[config.mk]
export PLATFORM = sky130hd
export DESIGN_NAME = btn_cmd_scheduler
export DESIGN_NICKNAME = d
export VERILOG_FILES = /design/src/rtl/btn_cmd_scheduler_pkg.sv /design/src/rtl/btn_cmd_scheduler_rr_arbiter.sv /design/src/rtl/btn_cmd_scheduler.sv
export SDC_FILE = /design/constraint.sdc
export NUM_CORES = 1
export LEC_CHECK = 0
export CORE_MARGIN = 1.5
export CORE_UTILIZATION = 49
export DETAILED_ROUTE_END_ITERATION = 10
export PLACE_DENSITY = 0.76
export SLEW_MARGIN = 20
export SYNTH_ARGS = -nofsm -noshare
export SYNTH_HDL_FRONTEND = slang
export SYNTH_SLANG_ARGS = --single-unit
[constraint.sdc]
create_clock -name clk -period 1.8 [get_ports clk]
set_input_delay 0.36 -clock clk [delete_from_list [all_inputs] [get_ports clk]]
set_output_delay 0.36 -clock clk [all_outputs]
set_load 0.01 [all_outputs]
[src/rtl/btn_cmd_scheduler_pkg.sv]
// Shared definitions for the button command scheduler.
//   - Button index constants for the five game buttons.
//   - Scheduler FSM state type.
package btn_cmd_scheduler_pkg;

  localparam int unsigned BTN_UP    = 0;
  localparam int unsigned BTN_DOWN  = 1;
  localparam int unsigned BTN_LEFT  = 2;
  localparam int unsigned BTN_RIGHT = 3;
  localparam int unsigned BTN_FIRE  = 4;

  typedef enum logic [1:0] {
    ST_IDLE  = 2'd0,
    ST_OFFER = 2'd1,
    ST_HOLD  = 2'd2
  } sched_state_e;

endpackage

[src/rtl/btn_cmd_scheduler_rr_arbiter.sv]
// Combinational round-robin arbiter.
//   req     : request vector, bit i = requester i
//   ptr     : highest-priority index (0..N-1)
//   gnt_id  : first requesting index at or after ptr, wrapping modulo N
//   gnt_any : at least one request present
module rr_arbiter #(
  parameter int unsigned N    = 5,
  parameter int unsigned ID_W = 3
) (
  input  logic [N-1:0]    req,
  input  logic [ID_W-1:0] ptr,
  output logic [ID_W-1:0] gnt_id,
  output logic            gnt_any
);

  logic [N-1:0] upper;

  // Requests at or above ptr take priority; if none, fall back to the
  // lowest request overall, which is the wrap-around case.
  always_comb begin
    upper = '0;
    for (int unsigned j = 0; j < N; j++) begin
      upper[j] = req[j] && (j >= 32'(ptr));
    end
  end

  always_comb begin
    gnt_any = |req;
    gnt_id  = '0;
    // Descending scan so the lowest matching index is written last.
    if (|upper) begin
      for (int unsigned j = N; j > 0; j--) begin
        if (upper[j-1]) gnt_id = ID_W'(j - 1);
      end
    end else begin
      for (int unsigned j = N; j > 0; j--) begin
        if (req[j-1]) gnt_id = ID_W'(j - 1);
      end
    end
  end

endmodule

[src/rtl/btn_cmd_scheduler.sv]
// Serialises one-cycle button press pulses into a single command stream.
//   clk       : clock shared with the debouncer bank
//   rst       : synchronous active-high reset
//   btn_pulse : one-cycle press pulses, bit i = button i
//   cmd_ready : consumer accepts the offered command this cycle
//   cmd_valid : a command is offered
//   cmd_id    : index of the offered button, 0 when nothing is offered
//   pending   : latched presses not yet accepted
//   overrun   : sticky; a press arrived for a button already pending
module btn_cmd_scheduler
  import btn_cmd_scheduler_pkg::*;
#(
  parameter int unsigned N_BTN   = 5,
  parameter int unsigned ID_W    = 3,
  parameter int unsigned HOLDOFF = 2
) (
  input  logic             clk,
  input  logic             rst,
  input  logic [N_BTN-1:0] btn_pulse,
  input  logic             cmd_ready,
  output logic             cmd_valid,
  output logic [ID_W-1:0]  cmd_id,
  output logic [N_BTN-1:0] pending,
  output logic             overrun
);

  localparam logic [3:0] HOLD_LAST = 4'((HOLDOFF > 0) ? HOLDOFF - 1 : 0);
  localparam logic [N_BTN-1:0] ONE = N_BTN'(1);

  sched_state_e     state_q, state_d;
  logic [3:0]       hold_q, hold_d;
  logic [ID_W-1:0]  rr_ptr, ptr_d;
  logic [ID_W-1:0]  id_d;
  logic             accept;
  logic [N_BTN-1:0] clr;
  logic [ID_W-1:0]  gnt_id;
  logic             gnt_any;

  rr_arbiter #(
    .N    (N_BTN),
    .ID_W (ID_W)
  ) u_arb (
    .req     (pending),
    .ptr     (rr_ptr),
    .gnt_id  (gnt_id),
    .gnt_any (gnt_any)
  );

  assign cmd_valid = (state_q == ST_OFFER);
  assign clr       = accept ? (ONE << cmd_id) : '0;

  always_comb begin
    state_d = state_q;
    hold_d  = hold_q;
    id_d    = cmd_id;
    ptr_d   = rr_ptr;
    accept  = 1'b0;
    unique case (state_q)
      ST_IDLE: begin
        if (gnt_any) begin
          state_d = ST_OFFER;
          id_d    = gnt_id;
        end
      end
      ST_OFFER: begin
        if (cmd_ready) begin
          accept = 1'b1;
          id_d   = '0;
          ptr_d  = (cmd_id == ID_W'(N_BTN - 1)) ? '0 : cmd_id + 1'b1;
          hold_d = '0;
          state_d = (HOLDOFF > 0) ? ST_HOLD : ST_IDLE;
        end
      end
      ST_HOLD: begin
        if (hold_q == HOLD_LAST) state_d = ST_IDLE;
        else                     hold_d  = hold_q + 1'b1;
      end
      default: state_d = ST_IDLE;
    endcase
  end

  // A pulse landing on the bit being cleared re-queues it: the OR with
  // btn_pulse comes after the clear, and overrun masks the cleared bit.
  always_ff @(posedge clk) begin
    if (rst) begin
      state_q <= ST_IDLE;
      hold_q  <= '0;
      rr_ptr  <= '0;
      cmd_id  <= '0;
      pending <= '0;
      overrun <= 1'b0;
    end else begin
      state_q <= state_d;
      hold_q  <= hold_d;
      rr_ptr  <= ptr_d;
      cmd_id  <= id_d;
      pending <= (pending & ~clr) | btn_pulse;
      if (|(btn_pulse & pending & ~clr)) overrun <= 1'b1;
    end
  end

endmodule

# ---- Yosys cells after proc, flatten, opt, wreduce, memory -nomap -nowiden
# Cells that the tools add are included.
dict set report classes {
  addsub 2
  magnitude_cmp 5
  eq_ne 8
  n_shift 1
  mux 25
  bitwise_logic 5
  reduce_logical 15
}
# cell n
set ops {}
lappend ops {{2-to-1 mux 3 bit} 14}
lappend ops {{AND 5 bit} 3}
lappend ops {{OR reduction 5 bit} 3}
lappend ops {{AND reduction 3 bit} 3}
lappend ops {{2-to-1 mux 4 bit} 2}
lappend ops {{!= test 2 bit (second input constant)} 4}
lappend ops {{one-hot mux 4 bit (2 select lines)} 1}
lappend ops {{>= comparator 1 x 3 -> 1 bit (first input constant)} 2}
lappend ops {{>= comparator 2 x 3 -> 1 bit (first input constant)} 2}
lappend ops {{2-to-1 mux 2 bit} 3}
lappend ops {{one-hot mux 2 bit (3 select lines)} 1}
lappend ops {{one-hot mux 3 bit (2 select lines)} 1}
lappend ops {{logical AND 1 bit} 5}
lappend ops {{2-to-1 mux 5 bit} 1}
lappend ops {{inverter 5 bit} 1}
lappend ops {{bitwise OR 5 bit} 1}
lappend ops {{<< shifter 1 x 3 -> 5 bit (first input constant)} 1}
lappend ops {{adder 4 x 1 -> 4 bit (second input constant)} 1}
lappend ops {{equality test 4 x 1 -> 1 bit (second input constant)} 1}
lappend ops {{nonzero test 2 bit} 2}
lappend ops {{adder 3 x 1 -> 3 bit (second input constant)} 1}
lappend ops {{equality test 3 bit (second input constant)} 1}
lappend ops {{>= comparator 3 bit (first input constant)} 1}
lappend ops {{equality test 2 x 1 -> 1 bit (second input constant)} 1}
lappend ops {{other kinds (4)} 5}
dict set report word_totals {
  regBits 18
  input_bits 8
  output_inout_bits 10
  elab_cells 67
}

# ---- Longest topological paths before layout
dict set report logic_depth {
  ltp_word 10
  mapped_depth 7
  ltp_nobuf 7
}

# ---- Cells and area by module
# From an unflattened synthesis, not the netlist that was laid out.
dict set report hier_totals {
  cells_unflattened 113
  hier_area_um2 969.7
}
# module instances cells_each area_per_inst_um2 seq_area_each_um2
set by_module_without_submodules {}
lappend by_module_without_submodules {btn_cmd_scheduler 1 94 825.8 360.3}
lappend by_module_without_submodules {rr_arbiter 1 19 143.9 0.0}

# ---- Worst setup path before layout
# Ideal clock, no wire load.
dict set report synth_timing {
  path_kind {register to register}
  startpoint {register pending[1]}
  endpoint {register cmd_id[1]}
  setup_time_ns 0.070
  arrival_time_ns 1.478
  t_required_ns 1.730
  slack_ns 0.251
  stages_incl_launch_ff 6
  path_buffers 0
  period_less_slack_ns 1.549
  cell_sequence {dfxtp_1 > nor4_1 > nor2b_1 > or3_4 > or3b_1 > a21oi_1}
}
dict set report synth_via {
  elab_chain_cells 6
  word_cells_on_any_way 12
  classes_between {eq/ne: 1; mux: 7; reduce/logical: 4}
}
# element line_no
set synth_lines {}
lappend synth_lines {{start: declaration} btn_cmd_scheduler.sv:23} ;# output logic [N_BTN-1:0] pending,
lappend synth_lines {{start signal: assignment} btn_cmd_scheduler.sv:97} ;# pending <= (pending & ~clr) | btn_pulse;
lappend synth_lines {{logical AND 1 bit} btn_cmd_scheduler_rr_arbiter.sv:23} ;# upper[j] = req[j] && (j >= 32'(ptr));
lappend synth_lines {{2-to-1 mux 3 bit (2 in a row)} btn_cmd_scheduler_rr_arbiter.sv:33} ;# if (upper[j-1]) gnt_id = ID_W'(j - 1);
lappend synth_lines {{2-to-1 mux 3 bit} btn_cmd_scheduler_rr_arbiter.sv:31} ;# if (|upper) begin
lappend synth_lines {{2-to-1 mux 3 bit} btn_cmd_scheduler.sv:60} ;# if (gnt_any) begin
lappend synth_lines {{one-hot mux 3 bit (2 select lines)} btn_cmd_scheduler.sv:58} ;# unique case (state_q)
lappend synth_lines {{end signal: assignment} btn_cmd_scheduler.sv:96} ;# cmd_id <= id_d;
lappend synth_lines {{end: declaration} btn_cmd_scheduler.sv:22} ;# output logic [ID_W-1:0] cmd_id,
# Several ways; a longest one is shown, not always the timed one. The select of a mux whose other input is x is not followed.
# A chain may end at the register's enable or synchronous reset.

# ---- Final worst setup path
dict set report layout_timing {
  startpoint {register pending[0]}
  endpoint {output pending[0]}
}
# No word-level cell between the ends.

==> impl_metrics.tcl <==
set metrics [dict create \
    rsz0062_at_grt "false" \
    r2r-start "pending[2]" \
    startpoint "pending[0]" \
    finalPower_mw 0.930 \
    ys_async_sr_fraction_pct 0 \
    drv_slew 0 \
    multiInputGateArea_um2 546 \
    required_ps 1440 \
    start_util_pct 53.7 \
    grt_pass1_vias 792 \
    ys_seq_area_share_pct 38.0 \
    port_buffers 17 \
    netlist_area_um2 947 \
    antenna_found_initial 0 \
    num_antenna_cells 0 \
    core_area_um2 1760 \
    dp_hpwl_um 1630 \
    cts_setup_buffers 0 \
    cts_tree "yes" \
    yosys-top-cells-area "dfxtp_1 (38%), ha_1 (9.2%), nor2_1 (7.9%), a21oi_1 (5.8%), nand2_1 (4.0%)" \
    setup-tns-final_ps 0 \
    crit_arrival_ps 1340 \
    drt_first_pass_iters 4 \
    startpoint_type "register" \
    synth_top_area_share_pct 38.0 \
    nNetsFinal 157 \
    setup_viol 0 \
    hold_viol_final 0 \
    gr-total-overflow 0 \
    insertion_delay_ps 300 \
    yosysWarnings 0 \
    finalWirelength_um 2180 \
    fmax_mhz 589 \
    die_y_um 47.0 \
    peakVddDrop_uv 512 \
    syn2layout_area_growth_pct 28.7 \
    tightest_slew_ps 428 \
    clk_pin_slew_ps 100 \
    grt.met3_usage_pct 3.46 \
    ys.flop_type "dfxtp_1" \
    grtUsageMet1_pct 31.0 \
    crit_fanout 6 \
    syn_nets 132 \
    p_leak_nw 0.491 \
    die_x_um 47.0 \
    min_period_over_period_pct 94.4 \
    power_density_nw_per_um2 763 \
    placed_cell_area_um2 1180 \
    route.vias.total 912 \
    worstHoldStart "rr_ptr[1]" \
    grt.busiest_layer "met2" \
    avgSynthCellArea_um2 8.10 \
    io_pins 18 \
    fin_crit_ps 1700 \
    hold_depth 2 \
    seq_area_um2 362 \
    clk_path_buf_depth 2 \
    use_met2_pct 35.9 \
    synth_top_area_cell "dfxtp_1" \
    grt_max_degree 14 \
    outcome "finished, final reports clean" \
    drt-initial-drc-count 27 \
    cts_resized 1 \
    path_cells "buf_4 > clkdlybuf4s50_1" \
    cts_max_level 1 \
    grt_usage_pct 23.3 \
    reg2reg_setup_slack_ps 170 \
    syn_inst 117 \
    n_fill_cell 162 \
    wl_per_cell_um 13.2 \
    slowest_delay_ps 530 \
    ant_nets 0 \
    path_class "reg2out" \
    clock_sinks 18 \
    gp_congestion 0.845 \
    hold_path_class "reg2reg" \
    rr_endpoint "cmd_id[1]" \
    ctsHoldBuffers 0 \
    dieArea_um2 2210 \
    synth_edf_count 0 \
    drive_gt1_share_pct 7.80 \
    avgViaCountPerCell 5.49 \
    drv_cap 0 \
    relSlewSlack_pct 71.2 \
    rr_worst_depth 5 \
    drc 0 \
    grt_pass1_wl_um 3460 \
    fp-row-count 15 \
    ys_types 35 \
    whs_ps 520 \
    ys_ff_latch 18 \
    cts_inserted_buffers 3 \
    cts_root_buffer "clkbuf_4" \
    skew_ps 1.49 \
    hold_end "rr_ptr[1]" \
    crit_path_end_kind "primary output" \
    slowest_stage "clkdlybuf4s50_1" \
    final_area_um2 1220 \
]
-- cells by family (layout without fill, tap and decap cells) --
kind of cell             after synthesis  in the layout  share of synthesized area [%]
adder cells (fa/ha/maj)                7              7                           9.25
buffers and inverters                 11             35                           4.36
flip-flops                            18             18                           38.0
AND/OR/NAND/NOR                       48             48                           24.2
multiplexers                           2              2                           2.25
XOR/XNOR                               2              2                           1.85
AO/OA/AOI/OAI                         29             29                           20.1
-- where the power goes --
| part | total, mW | internal [mW] | switching (mW) |
|---|---|---|---|
| clock | 0.255 | 0.124 | 0.131 |
| sequential | 0.458 | 0.425 | 0.0327 |
| combinational | 0.217 | 0.111 | 0.106 |
| total | 0.930 | 0.660 | 0.270 |
-- routing by layer --
metal	part of all wire [%]	wire length, µm
met1	46	1010
met2	47	1030
met3	4.1	89
met4	2.6	56
met5	0	0
-- synth_stat cells, drive strengths merged, types with 2 or more instances --
library cell / n
a21boi: 3
a21oi: 11
clkbuf: 2
dfxtp: 18
ha: 7
inv: 9
nand2: 10
nand3: 6
nor2: 20
nor2b: 2
nor3: 2
nor3b: 2
o21ai: 4
xor2: 2
-- flip-flops by register name, indices dropped and copies added, names as in the netlist --
register  count
hold_q        4
pending       5
cmd_id        3
rr_ptr        3
overrun       1
state_q       2
-- worst max-delay path: cells and delay by family, from the launching register on --
family	cells	cell delay [ps]
flip-flops	1	360
buffers and inverters	2	680
-- layout by cell type (no fill, tap or decap), drive strengths merged, types with 2 or more instances in the layout --
master,instances
ha,7
a21boi,3
clkdlybuf4s50,16
nand3,6
nor2,20
buf,5
nor3,2
nor3b,2
xor2,2
inv,9
dfxtp,18
o21ai,4
a21oi,11
nand2,10
nor2b,2
clkbuf,4
-- how the worst max path moves through the flow --
stage	endpoint	slack, ps	cells after the start
6_report	pending[0]	100	2
5_1_grt	cmd_id[0]	30	1
4_1_cts	cmd_valid	30	3
3_5_place_dp	hold_q[3]	80	7
3_3_place_gp	hold_q[3]	130	7
2_1_floorplan	cmd_id[1]	250	5
-- stage by stage --
step / instances / setup WS, ps / util (%)
detailed placement: 162 / 84.9 / 66.8
global route: 166 / 34.2 / 69.1
floorplan: 117 / 251 / -
CTS: 166 / 34.9 / 68.9
finish: 166 / 102 / 69.1
global placement: 162 / 129 / 66.8
-- area by class of cell --
cell class / instances / area share, %
flip-flops and latches: 18 / 29.7
inverters: 9 / 2.77
multi-input cells: 88 / 44.8
well taps: 25 / 2.57
repair buffers: 22 / 17.2
clock buffers: 4 / 2.98
Power figures use the tool's default switching activity.
